[src/rtl/rv32i_pipe_ctrl.sv]
// Pipeline sequencer for a 5-stage RV32I core: load-use bubbles, jump flushes,
// memory-busy freeze and the EBREAK drain/halt/resume state machine.
//
//   state | meaning
//   RUN   | normal issue; hazards and jumps are resolved here
//   DRAIN | EBREAK seen; NOPs are fed into EX until the pipe is empty
//   HALT  | core halted; waiting for resume
module rv32i_pipe_ctrl #(
    parameter int DRAIN_CYCLES = 3,
    parameter int CNT_W        = 16
) (
    input  logic             clk,
    input  logic             reset,
    input  logic [31:0]      id_iw,
    input  logic [31:0]      ex_iw,
    input  logic [4:0]       ex_wb_reg,
    input  logic             jump_enable,
    input  logic             mem_busy,
    input  logic             resume,
    output logic             if_stall,
    output logic             id_stall,
    output logic             ex_bubble,
    output logic             ex_stall,
    output logic             id_flush,
    output logic             halted,
    output logic [1:0]       state,
    output logic [CNT_W-1:0] stall_cnt
);

    typedef enum logic [1:0] {
        RUN   = 2'd0,
        DRAIN = 2'd1,
        HALT  = 2'd2
    } state_e;

    localparam int DW = (DRAIN_CYCLES > 1) ? $clog2(DRAIN_CYCLES) : 1;
    localparam logic [DW-1:0] DRAIN_LOAD = DW'(DRAIN_CYCLES - 1);

    state_e           state_q, state_d;
    logic [DW-1:0]    drain_q, drain_d;
    logic [CNT_W-1:0] cnt_q, cnt_d;

    logic [6:0] id_op;
    logic [4:0] rs1, rs2;
    logic       uses_rs1, uses_rs2, ex_load, lu, ebrk;
    logic       unused_ex_bits;

    assign id_op    = id_iw[6:0];
    assign rs1      = id_iw[19:15];
    assign rs2      = id_iw[24:20];
    assign uses_rs1 = !((id_op == 7'b0110111) || (id_op == 7'b0010111) || (id_op == 7'b1101111));
    assign uses_rs2 = (id_op == 7'b0110011) || (id_op == 7'b0100011) || (id_op == 7'b1100011);
    assign ex_load  = (ex_iw[6:0] == 7'b0000011);
    assign lu       = ex_load && (ex_wb_reg != 5'd0) &&
                      ((uses_rs1 && (rs1 == ex_wb_reg)) || (uses_rs2 && (rs2 == ex_wb_reg)));
    assign ebrk     = (id_iw == 32'h0010_0073);
    assign unused_ex_bits = ^ex_iw[31:7];

    logic if_stall_c, id_stall_c, ex_bubble_c, ex_stall_c, id_flush_c, halted_c;

    always_comb begin
        state_d     = state_q;
        drain_d     = drain_q;
        if_stall_c  = 1'b0;
        id_stall_c  = 1'b0;
        ex_bubble_c = 1'b0;
        ex_stall_c  = 1'b0;
        id_flush_c  = 1'b0;
        halted_c    = 1'b0;
        case (state_q)
            RUN: begin
                if (mem_busy) begin
                    if_stall_c = 1'b1;
                    id_stall_c = 1'b1;
                    ex_stall_c = 1'b1;
                end else if (lu) begin
                    if_stall_c  = 1'b1;
                    id_stall_c  = 1'b1;
                    ex_bubble_c = 1'b1;
                end else if (ebrk) begin
                    if_stall_c  = 1'b1;
                    id_stall_c  = 1'b1;
                    ex_bubble_c = 1'b1;
                    state_d     = DRAIN;
                    drain_d     = DRAIN_LOAD;
                end else if (jump_enable) begin
                    id_flush_c = 1'b1;
                end
            end
            DRAIN: begin
                if_stall_c = 1'b1;
                id_stall_c = 1'b1;
                if (mem_busy) begin
                    ex_stall_c = 1'b1;
                end else begin
                    ex_bubble_c = 1'b1;
                    if (drain_q == '0) state_d = HALT;
                    else               drain_d = drain_q - DW'(1);
                end
            end
            HALT: begin
                halted_c    = 1'b1;
                ex_bubble_c = 1'b1;
                if (resume) begin
                    // EBREAK is discarded and the PC moves past it
                    id_flush_c = 1'b1;
                    state_d    = RUN;
                end else begin
                    if_stall_c = 1'b1;
                    id_stall_c = 1'b1;
                end
            end
            default: state_d = RUN;
        endcase
    end

    always_comb begin
        cnt_d = cnt_q;
        if (if_stall_c && (state_q != HALT) && (cnt_q != '1)) cnt_d = cnt_q + CNT_W'(1);
    end

    always_ff @(posedge clk or negedge reset) begin
        if (!reset) begin
            state_q <= RUN;
            drain_q <= '0;
            cnt_q   <= '0;
        end else begin
            state_q <= state_d;
            drain_q <= drain_d;
            cnt_q   <= cnt_d;
        end
    end

    // Async reset must silence every control output immediately
    assign if_stall  = reset & if_stall_c;
    assign id_stall  = reset & id_stall_c;
    assign ex_bubble = reset & ex_bubble_c;
    assign ex_stall  = reset & ex_stall_c;
    assign id_flush  = reset & id_flush_c;
    assign halted    = reset & halted_c;
    assign state     = state_q;
    assign stall_cnt = cnt_q;

endmodule

[config.mk]
export PLATFORM = sky130hd
export DESIGN_NAME = rv32i_pipe_ctrl
export DESIGN_NICKNAME = d
export VERILOG_FILES = /design/src/rtl/rv32i_pipe_ctrl.sv
export SDC_FILE = /design/constraint.sdc
export NUM_CORES = 1
export LEC_CHECK = 0
export ABC_AREA = 0
export BUFFER_PORTS_ARGS = -buffer_cell sky130_fd_sc_hd__buf_2
export CORE_MARGIN = 10
export CORE_UTILIZATION = 40
export CTS_CLUSTER_SIZE = 10
export DETAILED_ROUTE_END_ITERATION = 10
export PLACE_DENSITY = 0.79
export SYNTH_ARGS = -nofsm -noshare
export SYNTH_HDL_FRONTEND = slang
export SYNTH_SLANG_ARGS = --single-unit
[constraint.sdc]
create_clock -name clk -period 2.2 [get_ports clk]
set_input_delay 0.44 -clock clk [delete_from_list [all_inputs] [get_ports clk]]
set_output_delay 0.44 -clock clk [all_outputs]
set_load 0.03 [all_outputs]
======== Word level (Yosys, flattened, before mapping) ========
Cells that the tools add are included.
operators by class
  $add $sub $neg .......................... 2
  $mul .................................... 0
  divide/modulo/power cells ............... 0
  order comparisons ....................... 0
  equal/unequal tests ..................... 21
  shifts and indexed selects .............. 0
  multiplexer cells ....................... 30
  bitwise gates (word level) .............. 5
  reductions and logical operators ........ 19
operators by type and width
  cell                   count
  $eq 32x21->1 const B   1
  $mux 2                 11
  $eq 7x6->1 const B     3
  $add 16x1->16 const B  1
  $ne 16x16->1 const B   1
  $ne 2x2->1 const B     8
  $eq 7x7->1 const B     2
  $mux 1                 14
  $reduce_and 6->1       2
  $eq 5x5->1             2
  $eq 7x2->1 const B     1
  $eq 7x5->1 const B     1
  $logic_and 1x1->1      6
  $pmux 1 s3             2
  $pmux 2 s3             1
  $and 1x1->1            5
  $logic_or 1x1->1       5
  $reduce_bool 5->1      1
  $logic_not 2->1        2
  $pmux 2 s2             1
  $eq 2x1->1 const B     1
  $eq 2x2->1 const B     1
  $pmux 1 s2             1
  $reduce_bool 2->1      1
  other kinds (3)        3
word-level totals
  register bits ........................... 20
  bits in latches ......................... 0
  memory bits (writable) .................. 0
  ROM bits ................................ 0
  input port bits ......................... 74
  word-level logic and storage cells ...... 80
  memories ................................ 0

======== Depth between registers and ports, before layout ========
  word-level depth ........................ 12
  mapped depth ............................ 8

======== Least setup slack after synthesis ========
No wires, ideal clock.
  path type ............................... input port to output port
  start point ............................. input port ex_wb_reg[1]
  end point ............................... output port id_flush
  arrival ................................. 2.261 ns
  required time ........................... 1.760 ns
  slack ................................... -0.501 ns
  stages on the path ...................... 6
  buffers on the path ..................... 0
  path through ............................ or4_1 -> o211ai_1 -> a21oi_2 -> nor3_1 -> nand3_1 -> a21boi_0
on the way
  longest elaborated chain between the ends .. 8
ends and longest elaborated chain
  what                   line  RTL
  from (decl)            16    input logic [4:0] ex_wb_reg,
  $eq 5x5->1             55    ((uses_rs1 && (rs1 == ex_wb_reg)) || (uses_rs2 && (rs2 == ex_wb_reg)));
  $logic_and 1x1->1      55
  $logic_or 1x1->1       55
  $logic_and 1x1->1 (*)  54    assign lu = ex_load && (ex_wb_reg != 5'd0) &&
  $mux 1 (*)             76    end else if (lu) begin
  $mux 1 (*)             72    if (mem_busy) begin
  $pmux 1 s2 (*)         70    case (state_q)
  $and 1x1->1 (*)        139   assign id_flush = reset & id_flush_c;
  to (decl)              24    output logic id_flush,
Every way passes the cells marked *; elsewhere a longest branch is shown, timed or not.

======== Worst setup path in the final report ========
  start point ............................. input port id_iw[19]
  end point ............................... output port ex_bubble
on the way
  longest elaborated chain between the ends .. 8
ends and longest elaborated chain
  what                                                  line  RTL
  from (decl)                                           14    input logic [31:0] id_iw,
  branches (longest 4 deep; another with $eq 32x21->1)  n/a
  $mux 1 (*)                                            76
  $mux 1 (*)                                            72
  $pmux 1 s3 (*)                                        70
  $and 1x1->1 (*)                                       137   assign ex_bubble = reset & ex_bubble_c;
  to (decl)                                             22    output logic ex_bubble,
Mark *: on every way between the ends.

==> impl_results.md <==
* GR Layer Usage met1 at 0.150
* Setup Crit Path Kind: input pin to output pin
* Largest family of logic cells by synthesized area: simple AND/OR/NAND/NOR gates
* Async set-reset flop share out of synthesis at 1.00
* Filler cell count in the final layout at roughly 260
* Post-synthesis compound-gate area fraction at 0.0877
* Port bufs at 72
* Nets at roughly 320
* Diodes inserted at 0
* Synth Area per Inst at approximately 9.0 sq um
* Int Pwr at 710 uW
* Adder-cell area share of the yosys netlist at 0.0187
* Clock Latency Late Sink at between 0.2 and 0.3 ns
* Die area at roughly 6000 sq um
* Total Wirelength at between 4 and 5 mm
* Root buffer cell: clkbuf_4
* Placer Congestion at just over 0.8
* Pre-Repair DR Iteration Count at 4
* Clk pwr share at 0.137
* Share of layout cells above drive strength 1 at 0.498
* Final WS setup at -0.227 ns
* Post-route ant nets at 0
* Sequential power share at 0.417
* Fin crit share at 1.10
* Max_slew headroom at 0.727
* Post-synthesis cell count at 149
* Grt met2 use at 0.228
* Post-synthesis simple-gate area fraction at 0.305
* Core area at around 3100 sq um
* Post-synth EDFFs at 0
* Post-layout util at 0.668
* Pin slew with the least headroom to its limit at ~0.4 ns
* Critical Path RT at approximately 1.8 ns
* Post-synth top cells: dfrtp_1, xor2_1, nor2_1
* Synth Register Bits at 20
* Top-area cell type share of the netlist area at 0.373
* Switching pwr at a little over 500 uW
* Area of the mapped netlist at about 1300 sq um
* Vias at 1492
* Unrepaired setup endpoints after global routing: yes
* Vias in the first global route at approximately 1600
* Synth Warn # at 0
* Startpoint Class: input pin
* CTS buffer count at 3
* Ports at a little under 100
* Most common cell in the netlist: dfrtp_1
* Shortest period the worst path allows at roughly 2.4 ns
* First DRT Iteration DRCs at 44
* P_leak at between 0.001 and 0.0015 uW
* Starting Density at 0.429
* PwrDens at between 500 and 600 nW/um^2
* Failing checks: setup timing
* Hpwl dp at 3.41 mm
* Final setup fails at 4
* Max_cap viols at 0
* Die height at about 78 microns
* Overflow after GRT at 0
* # DRC at 0
* Clock sinks at 20
* Site row count at 20
* Multiplexer share of the synthesized area at 0.0159
* Setup Skew at 0.00488 ns
* DR WL/cell at ~16 microns
* Critical path arrival at 1.99 ns
* TritonCTS clock tree: built
* First-pass GRT wire length at between 6 and 7 mm
* Max Buffers Root-to-Sink at 2
* Pin count of the biggest net entering global routing at 17
* Fin. Hold Viols at 0
* Busiest metal layer after global routing: met2
* Overall Global Routing Usage at 0.135
* Main synth FF type: dfrtp_1
* Die X at between 70 and 80 microns
* Cell taking the most area after synthesis: dfrtp_1
* Initial antenna violation count at 0
* # H-tree levels at 1
* Fmax at between 400 and 500 MHz
* Layout area overhead at 55.9%
* Synth cell types at 37
* Min-Delay Path Class: input pin to flop
* CP endpoint kind: output pin
* Vias per Instance at between 5 and 6
* Largest cells by area after synthesis: dfrtp_1, xor2_1, xnor2_1
* Combinational fraction of design power at 0.446
* Worst Path Max Fanout at 3
* Post-synthesis sequential area ratio at 0.373
* Clk slew on worst S/H paths at 0.11 ns
* Outcome: complete, but fails checks
* Met3 global-route usage at 0.0668
* Post-synthesis xor/xnor area fraction at 0.163
* Slew Viols, Final at 0
* Syn nets at approximately 230
* Switch share at 0.415
* Total power at roughly 1200 uW
* Max VDD drop at roughly 0.23 mV
## cell usage in the layout (no fill, tap or decap), types with 2 or more instances in the layout
| cell | synthesis | routed |
|---|---|---|
| clkbuf_4 | 0 | 3 |
| nor3_1 | 8 | 3 |
| nor2_1 | 13 | 12 |
| buf_4 | 2 | 20 |
| nor4_4 | 1 | 2 |
| a21oi_1 | 5 | 4 |
| inv_1 | 7 | 7 |
| xor2_1 | 14 | 13 |
| nand4_1 | 3 | 3 |
| dfrtp_1 | 20 | 20 |
| ha_1 | 2 | 2 |
| xnor2_1 | 11 | 11 |
| nor3_2 | 4 | 8 |
| buf_6 | 0 | 9 |
| o21ai_0 | 2 | 2 |
| and3_1 | 5 | 5 |
| buf_2 | 0 | 62 |
| nand3_1 | 11 | 10 |
| or3_1 | 4 | 4 |
| nor4_1 | 5 | 3 |
| nand2_1 | 12 | 12 |
## layout make-up
class                      count  area [sq um]  share of cell area
timing repair buffer          93           587               0.281
multi-input combinational    118           900               0.430
tap                           44          55.1              0.0263
inverter                       7          26.3              0.0126
clock buffer                   3          22.5              0.0108
sequential                    20           500               0.239
## flip-flops by register name, summed over array words and instances, names as in the netlist
name / flops
drain_q: 2
stall_cnt: 16
state: 2
## logic make-up (layout without fill, tap and decap cells)
| kind of cell | count (synthesis) | after routing |
|---|---|---|
| muxes | 2 | 2 |
| and+or+nand+nor | 72 | 72 |
| xor gates and xnor gates | 25 | 25 |
| AOI/OAI and AO/OA | 17 | 17 |
| buffers and inverters | 11 | 103 |
| DFF | 20 | 20 |
| adders and majority gates | 2 | 2 |
## metal layers
layer  part of all wire  routed length (microns)
met1               0.39                     1740
met2               0.50                     2260
met3              0.098                      441
met4              0.016                       74
met5                  0                        0
## final timing paths
check / startpoint / to / slack (ns) / cells past startpoint
min: resume / state[1]$_DFFE_PN0P_ / 0.36 / 2
min reg2reg: stall_cnt[14]$_DFFE_PN0P_ / stall_cnt[14]$_DFFE_PN0P_ / 0.49 / 1
max reg2reg: stall_cnt[9]$_DFFE_PN0P_ / stall_cnt[13]$_DFFE_PN0P_ / 0.06 / 8
max: id_iw[19] / ex_bubble / -0.23 / 8
min in group asynchronous: reset / state[0]$_DFFE_PN0P_ / 0.55 / 2
max in group asynchronous: reset / stall_cnt[2]$_DFFE_PN0P_ / 1.18 / 3
## stage by stage
stage / setup slack [ns] / instances / hold WS [ns] / instance area [sq um] / TNS (ns)
6_report: -0.227 / 285 / 0.358 / 2090 / -0.795
5_1_grt: -0.333 / 285 / 0.386 / 2090 / -1.34
4_1_cts: -0.254 / 285 / 0.354 / 2010 / -0.886
3_5_place_dp: -0.419 / 280 / 0.299 / 1910 / -4.43
3_3_place_gp: -0.412 / 280 / 0.295 / 1910 / -2.62
2_1_floorplan: -0.102 / 149 / 0.144 / 1380 / -0.102
## power by group through the flow
stage / sequential [uW] / clock, uW / combinational [uW]
after global routing: 516 / 192 / 585
after global placement: 510 / 0 / 506
after CTS: 507 / 172 / 531
after detailed placement: 513 / 0 / 515
after floorplan: 645 / 0 / 166
final: 506 / 166 / 542
## critical path, cell delays in order
cell and delay, ns:
buf_6 0.10, nor4_4 0.28, nand4_1 0.19, nor4_4 0.39, nor3_4 0.09, o31ai_2 0.19, and2_4 0.17, buf_6 0.12
## what timing repair did
item,CTS,global route
setup buffers,1,0
hold endpoints to repair,4,0
gates resized for setup,15,17
pin swaps,12,10
hold buffers,1,0
setup endpoints to repair,7,10
No activity file was read; power rests on OpenSTA's default activity.
